[config.mk]
export PLATFORM = sky130hd
export DESIGN_NAME = swspi_master
export DESIGN_NICKNAME = d
export VERILOG_FILES = /design/src/rtl/discus_spi_pkg.sv /design/src/rtl/swspi_master_sync2.sv /design/src/rtl/swspi_master.sv
export SDC_FILE = /design/constraint.sdc
export NUM_CORES = 1
export LEC_CHECK = 0
export BUFFER_PORTS_ARGS = -buffer_cell sky130_fd_sc_hd__buf_2
export CAP_MARGIN = 15
export CORE_MARGIN = 2
export CORE_UTILIZATION = 45
export DETAILED_ROUTE_END_ITERATION = 8
export HOLD_SLACK_MARGIN = 0.05
export PLACE_DENSITY = 0.64
export SYNTH_ARGS = -nofsm -noshare
export SYNTH_HDL_FRONTEND = slang
export SYNTH_SLANG_ARGS = --single-unit
export TNS_END_PERCENT = 10
[constraint.sdc]
create_clock -name clk -period 2.4 [get_ports clk]
set_input_delay 0.24 -clock clk [delete_from_list [all_inputs] [get_ports clk]]
set_output_delay 0.24 -clock clk [all_outputs]
set_load 0.01 [all_outputs]
[src/rtl/discus_spi_pkg.sv]
`default_nettype none
// ============================================================================
//  Module      : discus_spi_pkg
//  Description : Shared constants for the discus snoop SPI link (op codes,
//                frame length).
//  Revision    : 1.0 - initial release
// ============================================================================
package discus_spi_pkg;

  // Command op codes carried in the first two bits of every frame
  localparam logic [1:0] SPI_OP_ADDR  = 2'b00;
  localparam logic [1:0] SPI_OP_PROG  = 2'b01;
  localparam logic [1:0] SPI_OP_READ  = 2'b10;
  localparam logic [1:0] SPI_OP_WRITE = 2'b11;

  // Frame = 2 op bits + 8 data bits
  localparam int SPI_FRAME_BITS = 10;

endpackage
`default_nettype wire

[src/rtl/swspi_master_sync2.sv]
`default_nettype none
// ============================================================================
//  Module      : sync2
//  Description : Two-flop synchroniser for the asynchronous miso line.
//  Revision    : 1.0 - initial release
// ============================================================================
module sync2 (
  input  logic clk,
  input  logic reset,
  input  logic d_i,
  output logic q_o
);

  logic meta_q;
  logic sync_q;

  // Two back-to-back flops; the first may go metastable, the second settles it
  always_ff @(posedge clk or posedge reset) begin
    if (reset) begin
      meta_q <= 1'b0;
      sync_q <= 1'b0;
    end else begin
      meta_q <= d_i;
      sync_q <= meta_q;
    end
  end

  assign q_o = sync_q;

endmodule
`default_nettype wire

[src/rtl/swspi_master.sv]
`default_nettype none
// ============================================================================
//  Module      : swspi_master
//  Description : Host-side initiator for the discus snoop SPI link. Sends one
//                10-bit frame (op + data) per accepted command and returns
//                the byte shifted in on miso.
//  Revision    : 1.0 - initial release
// ============================================================================
module swspi_master
  import discus_spi_pkg::*;
#(
  parameter int CLK_DIV = 8,   // SCK half-period in clk cycles (4..65535)
  parameter int GAP     = 16   // ssel-high cycles between frames (4..65535)
) (
  input  logic       clk,
  input  logic       reset,
  input  logic       cmd_valid,
  output logic       cmd_ready,
  input  logic [1:0] cmd_op,
  input  logic [7:0] cmd_data,
  output logic       rsp_valid,
  output logic [7:0] rsp_data,
  output logic       busy,
  output logic       sck,
  output logic       ssel,
  output logic       mosi,
  input  logic       miso
);

  // FSM encoding
  localparam logic [2:0] S_IDLE  = 3'd0;
  localparam logic [2:0] S_SETUP = 3'd1;
  localparam logic [2:0] S_HIGH  = 3'd2;
  localparam logic [2:0] S_LOW   = 3'd3;
  localparam logic [2:0] S_HOLD  = 3'd4;
  localparam logic [2:0] S_GAP   = 3'd5;

  localparam logic [15:0] DIV_LAST  = 16'(CLK_DIV - 1);
  localparam logic [15:0] GAP_LAST  = 16'(GAP - 1);
  localparam logic [3:0]  BIT_LAST  = 4'(SPI_FRAME_BITS - 1);
  // The target only presents byte data from the third rising edge onwards
  localparam logic [3:0]  BIT_FIRST_CAP = 4'd2;

  logic [2:0]                state_q, state_d;
  logic [15:0]               cnt_q, cnt_d;
  logic [3:0]                bit_q, bit_d;
  logic [SPI_FRAME_BITS-1:0] shreg_q, shreg_d;
  logic                      sck_q, sck_d;
  logic                      ssel_q, ssel_d;
  logic                      rsp_valid_q, rsp_valid_d;
  logic [7:0]                rsp_q, rsp_d;
  logic                      miso_s;
  logic                      phase_done;
  logic                      gap_done;

  sync2 u_sync2 (
    .clk   (clk),
    .reset (reset),
    .d_i   (miso),
    .q_o   (miso_s)
  );

  assign phase_done = (cnt_q == DIV_LAST);
  assign gap_done   = (cnt_q == GAP_LAST);

  // State register
  always_ff @(posedge clk or posedge reset) begin
    if (reset) begin
      state_q <= S_IDLE;
    end else begin
      state_q <= state_d;
    end
  end

  // Next-state decode: each phase lasts CLK_DIV cycles, the gap lasts GAP
  always_comb begin
    state_d = state_q;
    case (state_q)
      S_IDLE:  if (cmd_valid)  state_d = S_SETUP;
      S_SETUP: if (phase_done) state_d = S_HIGH;
      S_HIGH:  if (phase_done) state_d = (bit_q == BIT_LAST) ? S_HOLD : S_LOW;
      S_LOW:   if (phase_done) state_d = S_HIGH;
      S_HOLD:  if (phase_done) state_d = S_GAP;
      S_GAP:   if (gap_done)   state_d = S_IDLE;
      default:                 state_d = S_IDLE;
    endcase
  end

  // Output/datapath decode: SCK edges, bit shifting and miso capture
  always_comb begin
    cnt_d       = (state_q == S_IDLE || state_d != state_q) ? 16'd0 : cnt_q + 16'd1;
    bit_d       = bit_q;
    shreg_d     = shreg_q;
    sck_d       = sck_q;
    ssel_d      = ssel_q;
    rsp_valid_d = 1'b0;
    rsp_d       = rsp_q;
    case (state_q)
      S_IDLE: begin
        if (cmd_valid) begin
          shreg_d = {cmd_op, cmd_data};
          bit_d   = 4'd0;
          sck_d   = 1'b0;
          ssel_d  = 1'b0;
        end
      end
      S_SETUP, S_LOW: begin
        if (phase_done) begin
          sck_d = 1'b1;
          if (bit_q >= BIT_FIRST_CAP) begin
            rsp_d = {rsp_q[6:0], miso_s};
          end
        end
      end
      S_HIGH: begin
        if (phase_done) begin
          sck_d = 1'b0;
          // After the last fall mosi keeps the final bit until the next accept
          if (bit_q != BIT_LAST) begin
            bit_d   = bit_q + 4'd1;
            shreg_d = {shreg_q[SPI_FRAME_BITS-2:0], 1'b0};
          end
        end
      end
      S_HOLD: begin
        if (phase_done) begin
          ssel_d      = 1'b1;
          rsp_valid_d = 1'b1;
        end
      end
      default: begin
      end
    endcase
  end

  // Datapath registers
  always_ff @(posedge clk or posedge reset) begin
    if (reset) begin
      cnt_q       <= 16'd0;
      bit_q       <= 4'd0;
      shreg_q     <= '0;
      sck_q       <= 1'b0;
      ssel_q      <= 1'b1;
      rsp_valid_q <= 1'b0;
      rsp_q       <= 8'h00;
    end else begin
      cnt_q       <= cnt_d;
      bit_q       <= bit_d;
      shreg_q     <= shreg_d;
      sck_q       <= sck_d;
      ssel_q      <= ssel_d;
      rsp_valid_q <= rsp_valid_d;
      rsp_q       <= rsp_d;
    end
  end

  assign cmd_ready = (state_q == S_IDLE);
  assign busy      = (state_q != S_IDLE);
  assign sck       = sck_q;
  assign ssel      = ssel_q;
  assign mosi      = shreg_q[SPI_FRAME_BITS-1];
  assign rsp_valid = rsp_valid_q;
  assign rsp_data  = rsp_q;

endmodule
`default_nettype wire

=== Yosys cells after proc, flatten, opt, wreduce, memory -nomap -nowiden ===
Cells that the tools add are included.
W data, S select, Z words.

* Register bits after elaboration: 46
* Input port bits: 14
* Output and inout port bits: 14
* Word-level logic and storage cells: 62

* $add $sub $neg: 2
* Magnitude comparators: 1
* Equality and inequality tests: 15
* Multiplexer cells: 23
* Reductions and logical operators: 11

{| class="wikitable"
|+ Operators with widths
! cell !! number
|-
| $mux W10 || 3
|-
| $pmux W10 S2 || 1
|-
| $mux W3 || 6
|-
| $add A16 B1 Y16 const B || 1
|-
| $eq A16 B3 Y1 const B || 1
|-
| $eq A16 B4 Y1 const B || 1
|-
| $mux W16 || 1
|-
| $pmux W3 S5 || 1
|-
| $mux W4 || 3
|-
| $ne A2 B2 Y1 const B || 4
|-
| $pmux W4 S2 || 1
|-
| $reduce_and A4 Y1 || 2
|-
| $eq A3 B2 Y1 const B || 2
|-
| $eq A3 B3 Y1 const B || 2
|-
| $reduce_and A3 Y1 || 2
|-
| $reduce_bool A3 Y1 || 2
|-
| $mux W1 || 5
|-
| $add A4 B1 Y4 const B || 1
|-
| $eq A4 B4 Y1 const B || 1
|-
| $ge A4 B2 Y1 const B || 1
|-
| $ne A4 B4 Y1 const B || 1
|-
| $reduce_bool A2 Y1 || 2
|-
| $eq A3 B1 Y1 const B || 1
|-
| $logic_not A3 Y1 || 1
|-
| other kinds (6) || 6
|}

=== Depth between registers and ports, before layout ===
* Depth in word-level cells: 7
* Gate-level depth with buffers: 8
* Depth with buffers taken out: 7

=== Hierarchy ===
A second synthesis with hierarchy kept.

* Cells, all modules: 210
* Area, all modules: 2,242.2 um2

{| class="wikitable"
|+ By module, submodules not included
! module !! instances !! cells each !! area an instance (um2) !! seq. area each (um2)
|-
| swspi_master || 1 || 207 || 2,188.3 || 1,102.3
|-
| sync2 || 1 || 3 || 53.8 || 50.0
|}

=== Worst setup path after synthesis ===
OpenSTA, ideal clock, no wires.

* Path kind: register -> register
* Start point: register cnt_q[5]
* End point: register cnt_q[1]
* Library setup time: 138 ps
* Data arrival time: 2,092 ps
* Data required time: 2,262 ps
* Slack: 170 ps
* Cell stages (with the launch flop): 6
* Path buffers: 0
* Clock period less this slack: 2,230 ps
* Path through: dfrtp_1 -> or4_4 -> nor4_1 -> a2111oi_1 -> nor4_2 -> nor3b_1

* Word-level cells in the longest chain between the ends: 6
* Elaborated cells on any way between the ends: 10
* Classes of those cells: eq/ne: 3; mux: 6; reduce/logical: 1

{| class="wikitable"
|+ RTL lines
! item !! line !! source
|-
| start, declared || swspi_master.sv:45 || <nowiki>logic [15:0] cnt_q, cnt_d;</nowiki>
|-
| start signal, assigned || swspi_master.sv:147 || <nowiki>cnt_q <= cnt_d;</nowiki>
|-
| $eq A16 B4 Y1 or $eq A16 B3 Y1 (tied branches) || swspi_master.sv:64, swspi_master.sv:63 ||
|-
| $mux W3, on equally long branches || -- ||
|-
| $pmux W3 S5 * || swspi_master.sv:78 || <nowiki>case (state_q)</nowiki>
|-
| $ne A3 B3 Y1 * || swspi_master.sv:91 || <nowiki>cnt_d = (state_q == S_IDLE || state_d != state_q) ? 16'd0 : cnt_q + 16'd1;</nowiki>
|-
| $logic_or A1 B1 Y1 * || swspi_master.sv:91 ||
|-
| $mux W16 * || swspi_master.sv:91 ||
|-
| via cnt_d[1] || swspi_master.sv:45 ||
|}

The timed path passes the listed nets; every way through them passes the cells marked *.
A chain may end at the register's enable or synchronous reset.

=== Worst setup path after layout ===
* Start point: register cnt_q[5]
* End point: register cnt_q[3]

Same word-level chain as after synthesis.

==> implementation parameters <==
Parameter                              Value

Detailed routing
  First-pass DRT Iterations    4
  WL final    4019 um
  Number of vias per cell after detailed routing    approximately 5.1
  Violation count after the first detailed-routing iteration    96
  Antenna-violating nets left    0
  DRC violation count after routing    0
  Wire length per cell    12.84 um
  Number of vias after detailed routing    ~1600

Final layout
  Antenna cell count    0
  Cell area after layout    2595 sq um
  Proportion of layout cells with a drive suffix above 1    approximately a quarter
  Commonest cells after routing, fill and taps aside    dfrtp_1 (45), buf_2 (27), nor2_1 (18)
  Most common library cell in the layout ignoring fill and taps    dfrtp_1
  Area delta synth->final    15.93%
  Net count reported at finish    ~260
  Core Util, Final    54.58%

Power and ir drop
  Clock Power Share    22.4%
  Combinational fraction of design power    28.4%
  Peak VDD IR    0.5346 mV
  Cell Pwr Density    840.3 nW/um^2
  Sequential cell fraction of total power    49.2%
  Cell-internal power    approximately 1400 uW
  Switching power    about 750 uW
  Switching power share of the total    between 30% and 40%
  Static leakage    0.001234 uW

Placed design
  Final GP Congestion    approximately 0.77
  Dpl hpwl    2876 um
  Port Buffer Count    27
  Standard cell area after detailed placement    2482 sq um

Min path
  HP Start    cmd_data[0]
  Hold-critical path depth    2
  Path category of the worst min-delay check    in2reg
  Hold endpoint    shreg_q[0]

Job
  Maximum Capacitance Violations    0

Worst setup path
  Slowest stage cell, crit path    or4_4
  Maximum cell stage delay along the critical path    0.58 ns
  Launching element of the worst setup path    cnt_q[5]
  Category of the worst setup path capture point    flip-flop
  Number of buffer and inverter instances along the worst setup path    2
  Data arrival time of the critical path    2.39 ns
  Critical Path Start Type    flip-flop
  Delay-heaviest family, CP    simple AND/OR/NAND/NOR gates
  Most used cell along the critical path    buf_4
  Setup CP Type    reg2reg
  Worst Path Max Fanout    16
  RR Endpoint    cnt_q[3]
  Required time worst endpoint    2.58 ns
  Internal reg-to-reg setup slack    around 0.19 ns
  R2R depth    7
  Launching point of the worst reg2reg path    cnt_q[5]
  Crit-path cells    or4_4 > nor4_4 > buf_4 > a21oi_2 > o32ai_4 > buf_4 > nor3_1

Global routing
  Antenna violations before repair    0
  Wire length of the first global-routing pass    7031 um
  Total grt overflow    0
  Number of global-route vias before repair    roughly 1500
  GRT Util Overall    roughly 17%
  Pin count of the biggest net entering global routing    21

Timing
  Post-Route Skew    roughly 0.012 ns
  Setup repair after global routing missed its margin    false
  Worst rel slew slack    63.91%
  Slew Viols, Final    0
  Setup violation total in the final timing report    0
  Worst-margin pin slew    0.5373 ns
  Fin crit period    2.211 ns
  Tcrit/Tclk final    92.14%
  Achievable clock frequency    452.2 MHz
  Accumulated negative setup slack    0 ns
  Number of endpoints with negative hold slack in the final report    0

Clock tree
  Root buffer selected by CTS    clkbuf_8
  Count of instances resized after the clock tree is built    0
  Number of H-tree levels    2
  Clock-pin slew on the worst setup and hold paths    approximately 0.090 ns
  Clock Sink Count    46
  Clock tree from TritonCTS    done
  Clock buffer count from CTS    5
  CTS Buffer Depth    2
  Clock Latency Late Sink    0.30 ns

Synth
  Total nets after synthesis    227
  Flip-flop and latch count after synthesis    46
  Post-synth design cell area    2238 sq um
  Share of the yosys chip area belonging to registers    51.48%
  Count of unique library cells instantiated by Yosys    42
  Warnings from Yosys    0
  Count of mapped cells out of synthesis    209
  Per-instance average area after synthesis    10.71 sq um

Floorplanning
  Overall die area    5555 sq um
  Number of primary I/O pins    28
  Standard-cell rows    25
  Die X    74.53 um
  Y dimension of the die    74.53 um
  Starting Density    a little under half
  Placeable core area    4755 sq um

Outcome
  Result of the run    completed
## area by class of cell
class,instances,area (sq um)
clock inverters,3,23.77
flip-flops and latches,46,1152
inverters,7,26.28
multi-input cells,147,1017
repair buffers,38,222.7
fillers,445,2160
clock buffers,5,68.82
well taps,67,83.83
## registers in the layout, summed over array words and instances (netlist names)
signal,count
cnt_q,16
shreg_q,10
rsp_data,8
bit_q,4
state_q,3
rsp_valid,1
sck,1
ssel,1
u_sync2.meta_q,1
u_sync2.q_o,1
## what timing repair did
action / in CTS / in global routing
buffers inserted: 0 / 0
hold buffers: 2 / 0
hold endpoints to repair: 11 / 0
## synthesized netlist by cell type
master	count	area, sq um
nor4_1	1	6.260
dfstp_2	1	26.28
nor2b_1	5	31.28
xor2_1	8	70.07
and4_1	1	8.760
nor4_2	1	12.51
or4_4	3	33.78
o21ai_1	1	5.000
nand2b_1	2	12.51
mux2i_1	10	100.1
and3_1	4	25.02
a21o_1	2	15.01
buf_2	1	5.000
and2_1	1	6.260
nor3b_1	1	7.510
ha_1	4	50.05
nor3_1	7	35.03
nand3b_1	2	15.01
or4_1	2	15.01
clkbuf_1	7	26.28
nor4_4	1	21.27
a21oi_1	4	20.02
a2111oi_1	1	10.01
a22o_1	1	8.760
nand2_1	17	63.81
a21oi_2	2	17.52
nor2_1	18	67.56
o21bai_1	1	7.510
nand3_1	9	45.04
nand4_1	2	12.51
a211oi_1	1	7.510
inv_1	7	26.28
and3b_1	1	8.760
o21ai_0	15	75.07
dfrtp_1	45	1126
nand3_2	1	10.01
o21ba_2	1	10.01
buf_6	1	11.26
or3_1	2	12.51
xnor2_1	6	52.55
mux2_2	8	90.09
o32ai_4	1	27.53
## worst max path at each step
| stage | endpoint | cells past startpoint |
|---|---|---|
| after global placement | cnt_q[4] | 7 |
| after floorplan | cnt_q[1] | 5 |
| after detailed placement | cnt_q[3] | 7 |
| after CTS | cnt_q[3] | 7 |
| final | cnt_q[3] | 7 |
| after global routing | cnt_q[3] | 7 |
## kinds of logic (layout without fill, tap and decap cells)
family / after synthesis / count (layout) / synth area share (%)
simple gates: 81 / 81 / 20.12
flops: 46 / 46 / 51.48
compound gates: 30 / 30 / 9.111
mux: 18 / 18 / 8.497
buf+inv: 16 / 53 / 3.075
xor+xnor: 14 / 14 / 5.478
fa+ha+maj: 4 / 4 / 2.236
## power groups by stage
stage / Sequential, uW / Clock (uW) / Combinational (uW)
after CTS: 1070 / 504 / 630
after floorplan: 1040 / 0 / 503
final: 1070 / 489 / 618
after global placement: 1090 / 0 / 613
after detailed placement: 1090 / 0 / 627
after global routing: 1100 / 533 / 712
## per-stage QoR
step,setup slack [ns],cells,power (uW),hold WS (ns)
finish,0.1886,313,2181,0.1634
detailed placement,0.1931,303,1714,0.1777
global route,0.03357,313,2348,0.1649
floorplan,0.1700,209,1542,0.2714
CTS,0.1729,313,2208,0.1597
global placement,0.2469,303,1703,0.1791
## per-layer routing
layer	share of wire (%)	global-route usage [%]	routed length (um)	vias up
met5	0	0	0	-
met3	3.3	4.336	133	5
met4	1.2	5.952	48	0
li1	-	-	-	793
met1	49	23.12	1986	760
met2	46	25.57	1851	23
No activity file was read; power rests on OpenSTA's default activity.
